**src/rtl/timer_cmp_scheduler.sv**
```systemverilog
// timer_cmp_scheduler
// Holds NR_CORES 64-bit mtimecmp registers and time-multiplexes a single
// 64-bit unsigned >= comparator across them. Each mtime tick or accepted
// mtimecmp write starts a sweep of the cores, one core per cycle. The
// per-core interrupt lines are registered from the sweep results.
// If an event arrives mid-sweep, it is remembered, and a new sweep starts
// once the current one completes.
//
// Optional feature: define TIMER_CMP_READBACK_EN to enable the mtimecmp
// readback mux on rd_data_o. Without it, rd_data_o is tied to zero.
module timer_cmp_scheduler #(
  parameter int NR_CORES = 2,
  parameter int IDX_W    = $clog2(NR_CORES)
) (
  input  logic                HCLK,
  input  logic                HRESET,
  input  logic [63:0]         time_i,
  input  logic                tick_i,
  input  logic                wr_valid_i,
  output logic                wr_ready_o,
  input  logic [IDX_W-1:0]    wr_core_i,
  input  logic                wr_hi_i,
  input  logic [31:0]         wr_data_i,
  input  logic [IDX_W-1:0]    rd_core_i,
  input  logic                rd_hi_i,
  output logic [31:0]         rd_data_o,
  output logic [NR_CORES-1:0] timer_irq_o,
  output logic                busy_o
);

  typedef enum logic {
    ST_IDLE = 1'b0,
    ST_SCAN = 1'b1
  } state_t;

  localparam logic [IDX_W-1:0] LAST_IDX = IDX_W'(NR_CORES - 1);

  state_t                r_state;
  state_t                w_state_nxt;
  logic [IDX_W-1:0]      r_idx;
  logic [IDX_W-1:0]      w_idx_nxt;
  logic                  r_pending;
  logic                  w_pending_nxt;
  logic [63:0]           r_snap;
  logic [63:0]           w_snap_nxt;
  logic [63:0]           r_cmp [NR_CORES];
  logic [NR_CORES-1:0]   r_irq;

  logic                  w_wr_acc;
  logic                  w_wr_in_range;
  logic                  w_evt;
  logic [63:0]           w_cmp_sel;
  logic                  w_ge;

  // A write is stalled only when it targets the core being compared right now.
  // This keeps the comparator's operand stable for that cycle.
  assign wr_ready_o    = !((r_state == ST_SCAN) && (wr_core_i == r_idx));
  assign w_wr_acc      = wr_valid_i && wr_ready_o;
  assign w_wr_in_range = (32'(wr_core_i) < 32'(NR_CORES));
  // Out-of-range writes are accepted but do not trigger a rescan.
  assign w_evt         = tick_i || (w_wr_acc && w_wr_in_range);

  assign busy_o        = (r_state == ST_SCAN);
  assign timer_irq_o   = r_irq;

  // Select the mtimecmp of the core under scan for the shared comparator
  always_comb begin
    w_cmp_sel = '1;
    for (int c = 0; c < NR_CORES; c++) begin
      if (r_idx == IDX_W'(c)) begin
        w_cmp_sel = r_cmp[c];
      end
    end
  end

  assign w_ge = (r_snap >= w_cmp_sel);

  // Scan control registers: state, index, pending flag and time snapshot
  always_ff @(posedge HCLK) begin
    if (HRESET) begin
      r_state   <= ST_IDLE;
      r_idx     <= '0;
      r_pending <= 1'b0;
      r_snap    <= '0;
    end else begin
      r_state   <= w_state_nxt;
      r_idx     <= w_idx_nxt;
      r_pending <= w_pending_nxt;
      r_snap    <= w_snap_nxt;
    end
  end

  // Next-state logic: start, advance, reload or finish a sweep
  always_comb begin
    w_state_nxt   = r_state;
    w_idx_nxt     = r_idx;
    w_pending_nxt = r_pending;
    w_snap_nxt    = r_snap;
    case (r_state)
      ST_IDLE: begin
        // Coincident tick and write start a single sweep.
        if (w_evt || r_pending) begin
          w_snap_nxt    = time_i;
          w_idx_nxt     = '0;
          w_pending_nxt = 1'b0;
          w_state_nxt   = ST_SCAN;
        end
      end
      ST_SCAN: begin
        if (r_idx == LAST_IDX) begin
          if (r_pending) begin
            // Back-to-back sweep. An event arriving this very cycle is
            // remembered for the sweep after that one.
            w_snap_nxt    = time_i;
            w_idx_nxt     = '0;
            w_pending_nxt = w_evt;
          end else begin
            w_state_nxt   = ST_IDLE;
            w_idx_nxt     = '0;
            w_pending_nxt = w_evt;
          end
        end else begin
          w_idx_nxt = r_idx + IDX_W'(1);
          if (w_evt) begin
            w_pending_nxt = 1'b1;
          end
        end
      end
      default: begin
        w_state_nxt   = ST_IDLE;
        w_idx_nxt     = '0;
        w_pending_nxt = 1'b0;
      end
    endcase
  end

  // mtimecmp storage: the addressed 32-bit half is updated on an accepted write
  always_ff @(posedge HCLK) begin
    if (HRESET) begin
      for (int c = 0; c < NR_CORES; c++) begin
        r_cmp[c] <= '1;
      end
    end else if (w_wr_acc) begin
      for (int c = 0; c < NR_CORES; c++) begin
        if (wr_core_i == IDX_W'(c)) begin
          if (wr_hi_i) begin
            r_cmp[c][63:32] <= wr_data_i;
          end else begin
            r_cmp[c][31:0]  <= wr_data_i;
          end
        end
      end
    end
  end

  // Interrupt lines: set from the sweep result, cleared by a write to that core
  always_ff @(posedge HCLK) begin
    if (HRESET) begin
      r_irq <= '0;
    end else begin
      if (r_state == ST_SCAN) begin
        for (int c = 0; c < NR_CORES; c++) begin
          if (r_idx == IDX_W'(c)) begin
            r_irq[c] <= w_ge;
          end
        end
      end
      // A write never targets the core under scan (it is stalled), so this
      // clear and the scan update above never hit the same bit.
      if (w_wr_acc) begin
        for (int c = 0; c < NR_CORES; c++) begin
          if (wr_core_i == IDX_W'(c)) begin
            r_irq[c] <= 1'b0;
          end
        end
      end
    end
  end

`ifdef TIMER_CMP_READBACK_EN
  // Readback mux: selected half of the selected core, zero when out of range
  always_comb begin
    rd_data_o = '0;
    for (int c = 0; c < NR_CORES; c++) begin
      if (rd_core_i == IDX_W'(c)) begin
        rd_data_o = rd_hi_i ? r_cmp[c][63:32] : r_cmp[c][31:0];
      end
    end
  end
`else
  logic w_rd_unused;
  assign w_rd_unused = ^{rd_core_i, rd_hi_i};
  assign rd_data_o   = '0;
`endif

endmodule

```
**config.mk**
```make
export PLATFORM = sky130hd
export DESIGN_NAME = timer_cmp_scheduler
export DESIGN_NICKNAME = d
export VERILOG_FILES = /design/src/rtl/timer_cmp_scheduler.sv
export SDC_FILE = /design/constraint.sdc
export NUM_CORES = 1
export LEC_CHECK = 0
export BUFFER_PORTS_ARGS = -buffer_cell sky130_fd_sc_hd__buf_2
export CORE_MARGIN = 3
export CORE_UTILIZATION = 50
export CTS_BUF_LIST = sky130_fd_sc_hd__clkbuf_8
export DETAILED_ROUTE_END_ITERATION = 10
export PLACE_DENSITY_LB_ADDON = 0.08
export SLEW_MARGIN = 40
export SYNTH_ARGS = -nofsm -noshare
export SYNTH_HDL_FRONTEND = slang
export SYNTH_SLANG_ARGS = --single-unit
```
**constraint.sdc**
```tcl
create_clock -name HCLK -period 3.8 [get_ports HCLK]
set_input_delay 0.57 -clock HCLK [delete_from_list [all_inputs] [get_ports HCLK]]
set_output_delay 0.57 -clock HCLK [all_outputs]
set_load 0.005 [all_outputs]
```
==> impl_results.md, run 1 <==
- Status: complete, no violations
- Avg Inst Size Synth: 11.5 um2
- Die width: roughly 140 um
- Core Region: 17600 um2
- WL/cell: 17.8 um
- Post-synth top flop: edfxtp_1
- Final setup fails: 0
- Post-Synthesis Cells: 796
- HP Class: in2reg
- Final Instance Area: between 10000 and 15000 um2
- Worst Path Arrival: ~3.3 ns
- Largest net degree at the start of global routing: between 40 and 50
- CP Data Required Time: roughly 4.1 ns
- Routed vias/inst: ~5.4
- CTS sink count: about 200
- Critical path capture point type: register
- First-pass GRT wire length: roughly 32000 um
- Worst ir drop on vdd: roughly 0.38 mV
- Number of diodes: 0
- 1st-iter DRT viols: between 300 and 400
- Pins Over Slew Limit: 0
- All-Layer GR Usage: about a fifth
- Sw Pwr: 1140 uW
- Total power: ~4300 uW
- Ys async rst share: 0%
- Fin Clk Skew: between 0.01 and 0.015 ns
- Vias in the first global route: 6144
- Post-cts resize count: 0
- Top delay family on crit path: compound AO/OA/AOI/OAI gates
- Hold Slack: 0.331 ns
- CP max stage cell: dfxtp_4
- Switching Fraction: 26.7%
- Sequential power share: 57.4%
- HPWL Detailed: 14100 um
- Clk Latency, worst-skew pair: roughly 0.47 ns
- Pwr Density: between 400 and 500 nW/um2
- RSZ-0062 raised after global routing: no
- Non-filler cells, final: 1130
- Max stage delay on crit path: ~0.64 ns
- Share of layout cells above drive strength 1: approximately 18%
- Synth unique cells: about 40
- GRT overflow: 0
- Worst Path Max Fanout: 24
- Total Nets Final: ~1.1k
- CTS Hold Buffers Added: 0
- Tmin final: about 2.9 ns
- Port Buf Inserts: 105
- CP Class: reg2reg
- Synth top area share: between 40% and 50%
- Cts bufs inserted: 17
- Leading area contributor after synthesis: edfxtp_1
- Multi-input logic area: 3610 um2
- Fmax: around 0.34 GHz
- Fill count: roughly 1.5k
- Max Cap Viol: 0
- Root buffer cell: clkbuf_8
- Startpoint Class: register
- # rows: 48
- IO Pins: 140
- H-tree Lvls: 4
- Initial Util: approximately half
- Yosys warns: 0
- Max-slew headroom: 55.9%
- Post-synthesis cell area: between 9000 and 10000 um2
- RD Place Congestion: 0.791
- Crit-path cells: buf_4, mux2i_1, ha_1, a21oi_1, o21ai_0, a211oi_1, o211ai_1, a2111oi_2, o31ai_1
- Actual slew at the worst max-slew pin: 0.661 ns
- Via Count: roughly 6.1k
- Clk pwr share: 30.1%
- Sequential fraction of the synthesis area: between 50% and 60%
- Detailed-router iteration count before antenna repair: 7
- Clk buf depth: 2
- Gate power share: 12.5%
- DP Cell Count: between 1k and 1.5k
- Leak: roughly 0.0039 uW
- Final Hold Viols: 0
- EDFF count, synth: ~130
- Initial antenna violation count: 1
- Die Y: between 100 and 150 um
- CTS tree: done
- Flops & latches, synth: 197
- Reg area: approximately 5200 um2
- Setup_tns: 0 ns
- Synth area leaders: edfxtp_1 (42%), dfxtp_1 (15%), ha_1 (8.8%)
- Die footprint: between 15000 and 20000 um2
- Postcts setup bufs: 0
- Layout area overhead: 11.7%
- Cell-internal power: roughly 3100 uW
- WL final: 20100 um
- Sum of buffers and inverters on the critical path: 1
- Fin crit share: between 70% and 80%
- Remaining antenna violation count: 0
- Clk slew on worst S/H paths: 0.11 ns
- FF-to-FF setup slack: 0.88 ns
- # DRC: 0
- Post-Place Cell Area: 9800 um2
==> layout make-up <==
class	instances	share of cell area, %
clock buffer	17	2.30
clock inverter	15	1.45
inverter	3	0.111
multi-input combinational	552	35.4
sequential	197	51.3
tap	225	2.76
timing repair buffer	121	6.61
==> sequential cells by signal, summed over array words and instances, names as in the netlist <==
| signal | count |
|---|---|
| r_cmp | 128 |
| r_pending | 1 |
| timer_irq_o | 2 |
| busy_o | 1 |
| r_snap | 64 |
| r_idx | 1 |
==> path summary, 6_finish.rpt <==
check / startpoint / endpoint / cells past startpoint
setup / recovery: r_idx / timer_irq_o[0] / 9
hold / removal: time_i[52] / r_snap[52] / 3
setup reg to reg: r_idx / timer_irq_o[0] / 9
hold reg to reg: r_snap[19] / r_snap[19] / 2
==> worst reg2reg max path, stage by stage, from the launching register on <==
cell       delay [ns]
dfxtp_4          0.64
buf_4            0.36
mux2i_1          0.29
ha_1             0.30
a21oi_1          0.15
o21ai_0          0.16
a211oi_1         0.27
o211ai_1         0.17
a2111oi_2        0.32
o31ai_1          0.13
==> cell usage after synthesis, drive strengths merged (2+ instances only) <==
library cell,instances
o21a,2
or3,34
nor3,5
a211oi,3
dfxtp,69
edfxtp,128
o31ai,2
nor4,3
nor2b,2
o211ai,4
a21o,36
mux2i,63
nand2,150
ha,64
a21oi,96
clkbuf,28
a31o,2
nand3,5
nor2,10
nor3b,2
inv,3
buf,47
o21ai,13
nand4,11
==> per-stage QoR <==
step | utilization (%) | setup WS (ns)
5_1_grt | 57.9 | 0.649
6_report | 57.9 | 0.883
3_3_place_gp | 55.5 | 0.991
3_5_place_dp | 55.7 | 0.931
2_1_floorplan | - | 1.16
4_1_cts | 57.9 | 0.903
==> cells by family (layout without fill, tap and decap cells) <==
kind of cell    Yosys count  count (layout)  share of synthesized area [%]
other cells               1              32                         0.0411
xor+xnor                  1               1                         0.0960
simple gates            226             226                           11.2
fa+ha+maj                64              64                           8.78
mux                      64              64                           7.04
compound gates          165             165                           10.9
flops                   197             197                           57.3
buf+inv                  78             156                           4.71
==> cell usage in the layout, fill, tap and decap left out, types with 4 or more instances in the layout <==
master    Yosys  routed
o211ai_1      4       4
nand2_1     150     150
clkinv_4      0       7
mux2i_1      63      63
a21o_1       36      36
nor2_1       10      10
conb_1        1      32
nand4_1      11      11
nand3_1       5       5
a21oi_1      96      96
o21ai_0      12      12
dfxtp_1      69      68
nor3_1        5       5
buf_4        32      13
ha_1         64      64
or3_1        34      34
edfxtp_1    128     128
clkbuf_8      0      17
buf_2        13     105
==> metal layers <==
metal,GRT usage [%],part of all wire [%],wire (um)
met1,28.1,46,9240
met2,33.2,47,9390
met3,4.31,5.5,1110
met4,5.61,1.5,309
met5,0,0.10,20
==> power groups by stage <==
stage / clock network (uW) / registers, uW / logic [uW]
3_5_place_dp: 0 / 2510 / 538
2_1_floorplan: 0 / 2480 / 377
5_1_grt: 1410 / 2470 / 604
3_3_place_gp: 0 / 2510 / 510
6_report: 1290 / 2460 / 536
4_1_cts: 1320 / 2460 / 540
No activity file was read; power rests on OpenSTA's default activity.
==> run 2, diff against run 1 <==
--- a/config.mk
+++ b/config.mk
@@ -5,6 +5,7 @@
 export SDC_FILE = /design/constraint.sdc
 export NUM_CORES = 1
 export LEC_CHECK = 0
+export ABC_AREA = 1
 export BUFFER_PORTS_ARGS = -buffer_cell sky130_fd_sc_hd__buf_2
 export CORE_MARGIN = 3
 export CORE_UTILIZATION = 50
==> constraint.sdc (replaced) <==
create_clock -name HCLK -period 2.4 [get_ports HCLK]
set_input_delay 0.36 -clock HCLK [delete_from_list [all_inputs] [get_ports HCLK]]
set_output_delay 0.36 -clock HCLK [all_outputs]
set_load 0.005 [all_outputs]
==> run 2 against run 1 <==
  * Maximum frequency up 30%
  * Global-route usage down 1.2 points
  * Clock skew down 0.0034 ns
  * Via count is 0.24% lower
  * Clock power is 70% higher
  * Sequential power rose by 63%
  * Combinational power up 110%
  * Non-clock buffer count is 14 higher
  * Setup slack got worse by 0.73 ns
  * Critical path type unchanged
  * Critical endpoint unchanged
  * Largest cell class unchanged
==> impl_results.md, run 2 <==
- Hold depth: 3 (unchanged)
- Largest register FFs: 128 (unchanged)
- Share of layout cells above drive strength 1: 18.3% (+0.42 points)
- Reg2Reg Depth: 16 (+7)
- IO Pins: 140 (unchanged)
- Initial antenna violation count: 0 (-1)
- Leak: 0.00456 uW (+16%)
- Fin crit share: 93.5% (+17 points)
- Number of diodes: 0 (unchanged)
- EDFF count, synth: 128 (unchanged)
- Startpoint Class: register
- Most frequent cell after synthesis: edfxtp_1
- Status: complete, no violations
- Cell-internal power: 5390 uW (+71%)
- Gate power share: 15.3% (+2.8 points)
- Leading area contributor after synthesis: edfxtp_1
- Fmax: 0.446 GHz (+30%)
- Fin Clk Skew: 0.0113 ns (-0.00338 ns)
- Worst ir drop on vdd: 0.399 mV (+3.9%)
- Worst Path Arrival: 2.61 ns (-0.65 ns)
- Max-slew headroom: 65.5% (+9.6 points)
- Complex-gate fraction of the synthesized area: 11.7% (+0.85 points)
- Leading cell types in the layout, fill and taps excluded: edfxtp_1 (128), inv_1 (123), buf_2 (105)
- Die width: 142 um (+0.68%)
- Final setup fails: 0 (unchanged)
- Pwr Density: 694 nW/um2 (+65%)
- Post-synth top cells: edfxtp_1 (128), inv_1 (121), nand2_1 (104)
- # rows: 49 (+2.1%)
- DP Cell Count: 1199 (+9.2%)
- Layout area overhead: 14.3%
- Worst Path Max Fanout: 7 (-71%)
- Synth area leaders: edfxtp_1 (42%), dfxtp_1 (15%), ha_1 (8.7%)
- Clk slew on worst S/H paths: 0.10 ns (about the same)
- # DRC: 0 (unchanged)
- Ys async rst share: 0% (unchanged)
- Reg with most FFs: r_cmp
- WL met3: 993 um (-10%)
- Synth Area in Adders: 8.66% (-0.12 points)
- Post-layout util: 58.5% (+0.58 points)
- Xor/xnor cell area share of the yosys netlist: 0% (-0.096 points)
- Largest family of logic cells by synthesized area: compound AO/OA/AOI/OAI gates
- Sequential power share: 54.8% (-2.6 points)
- Routed vias/inst: 4.94 (-9.0%)
- Final Instance Area: 10600 um2 (+3.8%)
- Sequential fraction of the synthesis area: 56.5% (-0.81 points)
- Vias in the first global route: 5828 (-5.1%)
- Initial Util: 51.2% (-0.68 points)
- Total Nets Final: 1165 (+9.9%)
- Setup WS post-layout: 0.156 ns (-0.727 ns)
- WL met2: 8140 um (-13%)
- Core Region: 18100 um2 (+2.8%)
- Uppermost routed layer: met4
- Pins Over Slew Limit: 0 (unchanged)
- Mux cell area share after synthesis: 6.82% (-0.22 points)
- Post-Place Cell Area: 10100 um2 (+2.5%)
- Actual slew at the worst max-slew pin: 0.518 ns (-0.144 ns)
- First-pass GRT wire length: 29900 um (-6.1%)
- 1st-iter DRT viols: 306 (-15%)
- RD Place Congestion: 0.784 (-0.95%)
- HP Class: in2reg
- Clk pwr share: 29.9% (-0.2 points)
- Hold Slack: 0.110 ns (-0.222 ns)
- GRT overflow: 0 (unchanged)
- Detailed-router iteration count before antenna repair: 4 (-3)
- Synth Area in Simple Gates: 6.65% (-4.6 points)
- Post-Synthesis Cells: 882 (+11%)
- Most common cell after layout, fill and taps aside: edfxtp_1
- Met1 wire length: 9690 um (+4.9%)
- Die Y: 142 um (+0.68%)
- HPWL Detailed: 13200 um (-6.7%)
- Die footprint: 20200 um2 (+1.4%)
- WL final: 19000 um (-5.2%)
- Largest net degree at the start of global routing: 95 (+110%)
- CP Class: reg2reg
- Port Buf Inserts: 105 (unchanged)
- Tmin final: 2.24 ns (-0.673 ns)
- Critical path capture point type: register
- Non-filler cells, final: 1239 (+9.6%)
- Clk buf depth: 2 (unchanged)
- CTS tree: done
- Post-synth top flop: edfxtp_1
- Worst setup slack after placement: 0.0876 ns (-0.843 ns)
- CTS Hold Buffers Added: 0 (unchanged)
- Synth top area share: 41.5% (-0.59 points)
- Flops & latches, synth: 197 (unchanged)
- Clk Latency, worst-skew pair: 0.47 ns (about the same)
- Yosys warns: 0 (unchanged)
- CP Data Required Time: 2.77 ns (-1.37 ns)
- Avg Inst Size Synth: 10.5 um2 (-8.5%)
- Root buffer cell: clkbuf_8
- Synth unique cells: 29 (-29%)
- Sw Pwr: 1950 uW (+71%)
- WL/cell: 15.4 um (-14%)
- CTS sink count: 197 (unchanged)
- Final Hold Viols: 0 (unchanged)
- H-tree Lvls: 4 (unchanged)
- Remaining antenna violation count: 0 (unchanged)
- Post-synthesis cell area: 9250 um2 (+1.4%)
- Via Count: 6116 (-0.24%)
- All-Layer GR Usage: 19.3% (-1.2 points)
- Switching Fraction: 26.6% (-0.060 points)
- Max Cap Viol: 0 (unchanged)
- Cts bufs inserted: 17 (unchanged)
## run 2: changes by cell type in the layout (fill, tap and decap cells not counted), moves of 8 or more
| cell | before | now |
|---|---|---|
| a21o_1 | 36 | 2 |
| buf_4 | 13 | 21 |
| inv_1 | 3 | 123 |
| nand2_1 | 150 | 103 |
| nor2_1 | 10 | 23 |
| o21ai_0 | 12 | 41 |
| o21ai_1 | 0 | 64 |
| or3_1 | 34 | 0 |
## run 2: logic make-up after synthesis
| kind of cell | after synthesis |
|---|---|
| AO/OA/AOI/OAI | 211 |
| flip-flops | 197 |
| buffers and inverters | 194 |
| AND/OR/NAND/NOR | 152 |
| adder cells (fa/ha/maj) | 64 |
| multiplexers | 63 |
| other | 1 |
## run 2: path summary, 6_finish.rpt
check / start / end / slack, ns
setup reg to reg: r_idx / timer_irq_o[0] / 0.16
hold / removal: time_i[28] / r_snap[28] / 0.11
hold reg to reg: r_snap[57] / r_snap[57] / 0.52
setup / recovery: r_idx / timer_irq_o[0] / 0.16
## run 2: per-layer routing
| metal | vias up | track usage [%] |
|---|---|---|
| li1 | 3190 | - |
| met5 | - | 0 |
| met2 | 150 | 28.6 |
| met4 | 0 | 5.61 |
| met3 | 13 | 3.80 |
| met1 | 2763 | 28.9 |
## run 2: final cells by class
type / instances / area (um2)
multi-input cells: 522 / 3330
clock buffers: 18 / 248
inverters: 124 / 465
fillers: 1587 / 7510
repair buffers: 135 / 855
well taps: 229 / 287
clock inverters: 14 / 158
flip-flops and latches: 197 / 5230
## run 2: power by group through the flow
| stage | clock network [uW] | logic [uW] | registers [uW] |
|---|---|---|---|
| 2_1_floorplan | 0 | 805 | 4050 |
| 3_3_place_gp | 0 | 1070 | 4110 |
| 3_5_place_dp | 0 | 1090 | 4110 |
| 4_1_cts | 2240 | 1100 | 4030 |
| 5_1_grt | 2380 | 1290 | 4050 |
| 6_report | 2190 | 1120 | 4020 |
## run 2: timing repair
| item | CTS | global route |
|---|---|---|
| buffers inserted | 0 | 8 |
| setup endpoints to repair | 0 | 8 |
| resized for setup | 0 | 11 |
## run 2: metrics by stage
stage / TNS [ns] / power (uW)
after CTS: 0 / 7370
final: 0 / 7340
after global placement: 0 / 5180
after global routing: -0.0134 / 7720
after floorplan: -42.09 / 4860
after detailed placement: 0 / 5200
## run 2: critical path, stage by stage, from the launching register on
cell and delay [ns]:
dfxtp_4 0.43, buf_6 0.14, buf_4 0.15, mux2i_1 0.19, ha_1 0.27, nand2_2 0.11, inv_1 0.04, nand2_1 0.05
a21oi_1 0.05, nor2_1 0.17, nand2_1 0.08, nor2_1 0.09, nand2_1 0.11, nand2_1 0.10, nand3_1 0.06, nand2_1 0.07
inv_1 0.03
